$ cat config.mk
export PLATFORM = sky130hd
export DESIGN_NAME = apb_sram_ws
export DESIGN_NICKNAME = d
export VERILOG_FILES = /design/src/rtl/apb_sram_ws.sv
export SDC_FILE = /design/constraint.sdc
export NUM_CORES = 2
export LEC_CHECK = 0
export ABC_AREA = 1
export BUFFER_PORTS_ARGS = -buffer_cell sky130_fd_sc_hd__buf_4
export CELL_PAD_IN_SITES_DETAIL_PLACEMENT = 1
export CELL_PAD_IN_SITES_GLOBAL_PLACEMENT = 1
export CORE_MARGIN = 2
export CORE_UTILIZATION = 50
export DETAILED_ROUTE_END_ITERATION = 6
export PLACE_DENSITY = 0.9
export RECOVER_POWER = 100
export SLEW_MARGIN = 20
export SYNTH_ARGS = -nofsm -noshare
export SYNTH_HDL_FRONTEND = slang
export SYNTH_SLANG_ARGS = --single-unit
$ cat constraint.sdc
create_clock -name PCLK -period 2.5 [get_ports PCLK]
set_clock_uncertainty 0.2 [all_clocks]
set_input_delay 0.125 -clock PCLK [delete_from_list [all_inputs] [get_ports PCLK]]
set_output_delay 0.125 -clock PCLK [all_outputs]
set_load 0.03 [all_outputs]
$ cat src/rtl/apb_sram_ws.sv
// apb_sram_ws: APB4 SRAM slave with byte-addressed access, PSTRB byte-lane
// writes, a programmable number of wait states, a write-protected low region
// and alignment/range error reporting. All outputs are registered.
//
// Handshake: a transfer starts with a setup cycle (PSEL=1, PENABLE=0).
// It then holds PSEL=1 and PENABLE=1 until the slave raises PREADY for
// exactly one cycle, so the transfer lasts WAIT_CYCLES+2 cycles. PSLVERR is
// valid only while PREADY=1. If PSEL drops while the slave is waiting, the
// transfer is aborted and nothing is written.
//
// dbg_state exposes the FSM state: 0=IDLE, 1=WAIT, 2=DONE.
module apb_sram_ws #(
  parameter int               ADDR_W      = 32,
  parameter int               DATA_W      = 32,
  parameter int               DEPTH       = 64,
  parameter int               WAIT_CYCLES = 0,
  parameter int               RO_WORDS    = 0,
  parameter logic [DATA_W-1:0] RESET_VAL  = '0
) (
  input  logic                PCLK,
  input  logic                PRESET,
  input  logic                PSEL,
  input  logic                PENABLE,
  input  logic                PWRITE,
  input  logic [ADDR_W-1:0]   PADDR,
  input  logic [DATA_W-1:0]   PWDATA,
  input  logic [DATA_W/8-1:0] PSTRB,
  output logic [DATA_W-1:0]   PRDATA,
  output logic                PREADY,
  output logic                PSLVERR,
  output logic [1:0]          dbg_state
);

  localparam int BYTES = DATA_W / 8;
  localparam int LSB   = $clog2(BYTES);
  localparam int IDX_W = (DEPTH > 1) ? $clog2(DEPTH) : 1;

  localparam logic [1:0] S_IDLE = 2'd0;
  localparam logic [1:0] S_WAIT = 2'd1;
  localparam logic [1:0] S_DONE = 2'd2;

  logic [1:0]        state;
  logic [3:0]        cnt;
  logic [IDX_W-1:0]  idx_q;
  logic              err_q;
  logic              write_q;
  logic [DATA_W-1:0] mem [DEPTH];

  // Address decode of the current bus request.
  logic [ADDR_W-1:0] d_idx;
  logic              d_range;
  logic              d_misal;
  logic              d_ro;
  logic              d_err;
  logic              setup;

  assign d_idx   = PADDR >> LSB;
  assign d_range = (d_idx >= ADDR_W'(DEPTH));
  assign d_err   = d_range | d_misal | d_ro;
  assign setup   = PSEL & ~PENABLE;

  if (LSB > 0) begin : g_align
    assign d_misal = |PADDR[LSB-1:0];
  end else begin : g_no_align
    assign d_misal = 1'b0;
  end

  if (RO_WORDS > 0) begin : g_ro
    assign d_ro = PWRITE & (d_idx < ADDR_W'(RO_WORDS));
  end else begin : g_no_ro
    assign d_ro = 1'b0;
  end

  // Transfer attributes used when entering DONE: straight from the bus when
  // leaving IDLE, otherwise the copy captured at the setup edge.
  logic [IDX_W-1:0]  sel_idx;
  logic              sel_err;
  logic              sel_write;
  logic              go_done;
  logic [DATA_W-1:0] rd_word;

  always_comb begin
    sel_idx   = idx_q;
    sel_err   = err_q;
    sel_write = write_q;
    if (state == S_IDLE) begin
      sel_idx   = d_idx[IDX_W-1:0];
      sel_err   = d_err;
      sel_write = PWRITE;
    end
  end

  assign go_done = ((state == S_IDLE) && setup && (WAIT_CYCLES == 0)) ||
                   ((state == S_WAIT) && PSEL && (cnt == 4'd0));
  assign rd_word = mem[sel_idx];
  assign dbg_state = state;

  // FSM: setup capture, wait-state countdown, abort on PSEL drop.
  always_ff @(posedge PCLK) begin
    if (PRESET) begin
      state   <= S_IDLE;
      cnt     <= 4'd0;
      idx_q   <= '0;
      err_q   <= 1'b0;
      write_q <= 1'b0;
    end else begin
      case (state)
        S_IDLE: begin
          if (setup) begin
            idx_q   <= d_idx[IDX_W-1:0];
            err_q   <= d_err;
            write_q <= PWRITE;
            if (WAIT_CYCLES == 0) begin
              state <= S_DONE;
            end else begin
              state <= S_WAIT;
              cnt   <= 4'(WAIT_CYCLES - 1);
            end
          end
        end
        S_WAIT: begin
          if (!PSEL)              state <= S_IDLE;
          else if (cnt == 4'd0)   state <= S_DONE;
          else                    cnt   <= cnt - 4'd1;
        end
        S_DONE:  state <= S_IDLE;
        default: state <= S_IDLE;
      endcase
    end
  end

  // Registered response: PREADY/PSLVERR/PRDATA set on entering DONE, cleared on exit.
  always_ff @(posedge PCLK) begin
    if (PRESET) begin
      PREADY  <= 1'b0;
      PSLVERR <= 1'b0;
      PRDATA  <= '0;
    end else if (go_done) begin
      PREADY  <= 1'b1;
      PSLVERR <= sel_err;
      if (!sel_write) PRDATA <= sel_err ? '0 : rd_word;
    end else if (state == S_DONE) begin
      PREADY  <= 1'b0;
      PSLVERR <= 1'b0;
    end
  end

  // Storage: reset fill, and byte-lane merge of a good write at the DONE exit edge.
  always_ff @(posedge PCLK) begin
    if (PRESET) begin
      for (int i = 0; i < DEPTH; i++) mem[i] <= RESET_VAL;
    end else if ((state == S_DONE) && write_q && !err_q) begin
      for (int b = 0; b < BYTES; b++) begin
        if (PSTRB[b]) mem[idx_q][8*b +: 8] <= PWDATA[8*b +: 8];
      end
    end
  end

endmodule

==> flow_summary.ini, run 1 <==
[floorplanning]
initial_core_util_pct = 50.44
fp.dieH_um = 453.5
ios = 109
num_rows = 164
chipWidth_um = 453.5

[placed_design]
dp.cells = 14330
dp_hpwl_um = 273700
dpl_cell_area_sq_mm = 0.1136
io_buffer_count = 107
gp_congestion = 0.9723

[global_routing]
globalRouteOverflowTotal = 36
grt_antenna_before_repair = 128
grt_max_degree = 65
grt_use_total_pct = 81.95

[synthesis]
synth_seq_cells = 2091
synth_cell_type_count = 29
synth_warnings = 0
synthCells = 11330
syn-num-nets = 11400
yosysSeqAreaShare_pct = 61.73
netlist_area_sq_mm = 0.1010
avgSynthCellArea_sq_um = 8.916

[clock_network]
clockBufferDepth = 3
cts-root-buf = clkbuf_16
cts_sinks = 2091
htree_levels = 4
numCtsBuffers = 217

[run_status]
stop_error = [ERROR GRT-0232] Routing congestion too high. Check the congestion heatmap in the GUI.
status = stopped before the end
failing_step = global routing

[sta]
repair-timing-grt-worst-ep = mem[63][12]$_SDFFCE_PN0P_/DE
timing.worst_endpoint.kind = register input
-- cells by family after synthesis --
kind of cell	share of synthesized area, %
simple gates	28.85
buf+inv	9.320
flops	61.73
compound gates	0.1053
other cells	0.003712
-- cell usage after synthesis, drive strengths merged --
cell type	instances	area share, %
nand2	2431	9.1
a21oi	4	0.020
o21ai	12	0.078
nand4	1	0.0062
nor2	2128	7.9
conb	1	0.0037
or2	3	0.019
buf	467	2.4
nor3	1	0.0049
edfxtp	2048	61
dfxtp	43	0.85
nor4	4	0.025
o21a	1	0.0074
nand3b	99	0.74
inv	1587	5.9
clkbuf	270	1.0
nand3	2231	11
-- routing by layer --
| metal | track usage [%] | overflow |
|---|---|---|
| met4 | 80.24 | 20 |
| met3 | 75.73 | 5 |
| met1 | 79.78 | 2 |
| met5 | 65.79 | 0 |
| met2 | 91.57 | 9 |
-- repair_timing --
action,4_1_cts
endpoints found under the setup margin,2593
setup buffers,73
gates resized for setup,539
hold buffers,67
pin swaps,35
cloned,69
endpoints found under the hold margin,2164
-- per-stage QoR --
| stage | hold WS, ps | setup WS, ps | TNS [ps] |
|---|---|---|---|
| global placement | 237.3 | -471.7 | -32940 |
| detailed placement | 265.4 | -342.2 | -38910 |
| CTS | 0.5803 | -132.1 | -32670 |
| floorplan | 86.45 | 70.37 | 0 |
==> inputs of run 2 (changes only) <==
--- a/config.mk
+++ b/config.mk
@@ -7,12 +7,10 @@
 export LEC_CHECK = 0
 export ABC_AREA = 1
 export BUFFER_PORTS_ARGS = -buffer_cell sky130_fd_sc_hd__buf_4
-export CELL_PAD_IN_SITES_DETAIL_PLACEMENT = 1
-export CELL_PAD_IN_SITES_GLOBAL_PLACEMENT = 1
 export CORE_MARGIN = 2
-export CORE_UTILIZATION = 50
+export CORE_UTILIZATION = 40
 export DETAILED_ROUTE_END_ITERATION = 6
-export PLACE_DENSITY = 0.9
+export PLACE_DENSITY_LB_ADDON = 0.15
 export RECOVER_POWER = 100
 export SLEW_MARGIN = 20
 export SYNTH_ARGS = -nofsm -noshare
==> run 2 against run 1 <==
  * The flow now finishes, with violations (DRC, setup timing)
  * Synthesized area unchanged
  * Synthesized cell count unchanged
==> flow_summary.ini, run 2 <==
[sta]
hold_viol = 0
tightest_slew_ps = 831.7
fin_crit_ps = 2693
clock.fmax_mhz = 371.3
slew_violations = 0
fin_tns_setup_ps = -46960
finalSetupViolCount = 741
slew_headroom_pct = 44.47
rsz0062_at_grt = yes
worst_slack_ps = -193.4
post-route-period-util_pct = 107.7

[setup_path]
startpoint_type = flop
crit_type = reg -> reg
critical_path.max_fanout = 8
cp.required_ps = 2920
cp.arrival_ps = 3120
cp-end-kind = flop

[clock_network]
cts.clk_slew.worst_paths_ps = 60
insertion_delay_ps = 910
tritoncts = built
cts_sinks = 2091
htree_levels = 4
clockBufferDepth = 3
numCtsBuffers = 228
cts-root-buf = clkbuf_16

[floorplanning]
die_area_sq_mm = 0.2566
fp.dieH_um = 506.6
num_rows = 184
ios = 109
initial_core_util_pct = 40.22
chipWidth_um = 506.6
placeableCoreArea_sq_mm = 0.2512

[drt]
vias = 84190
viasPerCell = 5.338
wire_per_inst_um = 23.58
ant_nets = 0
drtPass1Iterations = 7
drtIter0Drc = 9419
finalWirelength_um = 372000
route.detailed.drc = 1

[run_status]
status = finished, violations left
violations = DRC, setup timing

[global_routing]
globalRouteOverflowTotal = 0
grt_antenna_before_repair = 18
grt_pass1_vias = 80220
grt_max_degree = 72
grt_use_total_pct = 27.76
grt_pass1_wl_um = 529400

[cells_and_area]
largest_register = mem
layout_common_cells = nand2_1, nor2_1, edfxtp_1, nand3_1, inv_1
mostFrequentLayoutCell = nand2_1
top_regs = mem x2048, PRDATA x32, idx_q x6
drive_gt1_share_pct = 15.82
fin_nets = 12290
largest_register_ffs = 2048
fin_cells = 15770
syn2layout_area_growth_pct = 25.99

[placed_design]
dp_hpwl_um = 234900
dp.cells = 15100
gp_congestion = 0.9553
io_buffer_count = 107

[synthesis]
synth_area_leaders = edfxtp_1, nand3_1, nand2_1
synth_warnings = 0
synth-edff-count = 2048
synth_ff_type = edfxtp_1
muxShareOfSynthArea_pct = 0
synthTopCellsByCount = nand2_1, nand3_1, nor2_1
synth-xor-area-share_pct = 0
synth_most_common_cell = nand2_1
synth_seq_cells = 2091
post-synth-top-area-fraction_pct = 60.87
synth_top_family_by_area = simple AND/OR/NAND/NOR gates
post-synth-top-area-cell = edfxtp_1
ys_async_sr_fraction_pct = 0
synth_cell_type_count = 29
syn-num-nets = 11400
synth_compound_area_share_pct = 0.1053
avgSynthCellArea_sq_um = 8.916
netlist_area_sq_mm = 0.1010
yosysSeqAreaShare_pct = 61.73
synthAdderAreaFrac_pct = 0
yosys.area_share.simple_pct = 28.85
synthCells = 11330

[pwr]
p_seq_share_pct = 46.9
power_frac_comb_pct = 13.0
powerDensity_mw_per_mm2 = 667.1
p_leak_uw = 0.05541
swShare_pct = 25.89
intPower_uw = 62930
p_sw_uw = 21980
irDropWorstVdd_mv = 0.6888
p_clk_share_pct = 40.1

[job]
drv_cap = 0

[worst_hold_path]
worstHoldPathType = in -> reg
-- run 2: cell counts after synthesis --
No cell type changed its count.
-- run 2: path summary, 6_finish.rpt --
path	slack [ps]	to	cells after the start	startpoint
worst max-delay path	-190	mem[38][7]	8	idx_q[0]
worst max register to register	-190	mem[38][7]	8	idx_q[0]
worst min-delay path	70	mem[56][3]	4	PWDATA[3]
worst min register to register	270	write_q	1	write_q
-- run 2: cells by family after synthesis --
family,Yosys count
AND/OR/NAND/NOR,6898
buffers and inverters,2324
flip-flops,2091
AO/OA/AOI/OAI,17
other,1
-- run 2: per-stage QoR --
stage	hold WS [ps]	setup slack, ps	cell area (sq um)	power [uW]	utilization [%]
3_3_place_gp	225.1	-258.9	115700	50010	46.05
5_1_grt	70.69	-145.1	127300	87380	50.67
3_5_place_dp	236.0	-265.6	115700	50060	46.05
6_report	68.25	-193.4	127300	84910	50.67
4_1_cts	9.059	-33.28	126200	84510	50.23
2_1_floorplan	86.45	70.37	101000	45420	-
-- run 2: cell type report --
type / count / area [sq um]
inverters: 1587 / 5991
clock buffers: 300 / 6120
diodes: 11 / 27.53
fillers: 23230 / 123900
well taps: 3348 / 4189
repair buffers: 1389 / 16000
flip-flops and latches: 2091 / 62360
multi-input cells: 6918 / 31280
clock inverters: 128 / 1314
-- run 2: per-layer routing --
layer  vias to the layer above  GRT usage [%]  wire length [um]  part of all wire (%)
met2                      3806          44.08            170300                    46
li1                      38350              -                 -                     -
met5                         -              0                41                 0.011
met1                     41350          37.91            152600                    41
met3                       680          4.639             32110                   8.6
met4                         6          11.05             16860                   4.5
-- run 2: critical path: stages (launching register included) --
cell	delay, ps
dfxtp_2	370
inv_2	100
clkbuf_2	160
nand3_2	220
nor2_1	540
clkbuf_4	270
nand2_1	210
nand2_1	190
buf_12	140
-- run 2: what timing repair did --
action                                  4_1_cts  5_1_grt
endpoints found under the setup margin      185      478
hold endpoints to repair                   2554        0
cloned                                       33       43
hold buffers                                 77        0
resized for setup                           210      376
buffers inserted                             34       47
pin swaps                                    42      106
-- run 2: power by group through the flow --
stage               registers, uW  logic (uW)  clock network, uW
floorplan                   40400        4980                  0
global placement            40500        9490                  0
detailed placement          40500        9520                  0
CTS                         39800       10300              34400
global route                39900       11700              35700
finish                      39800       11100              34000
Power figures use the tool's default switching activity.
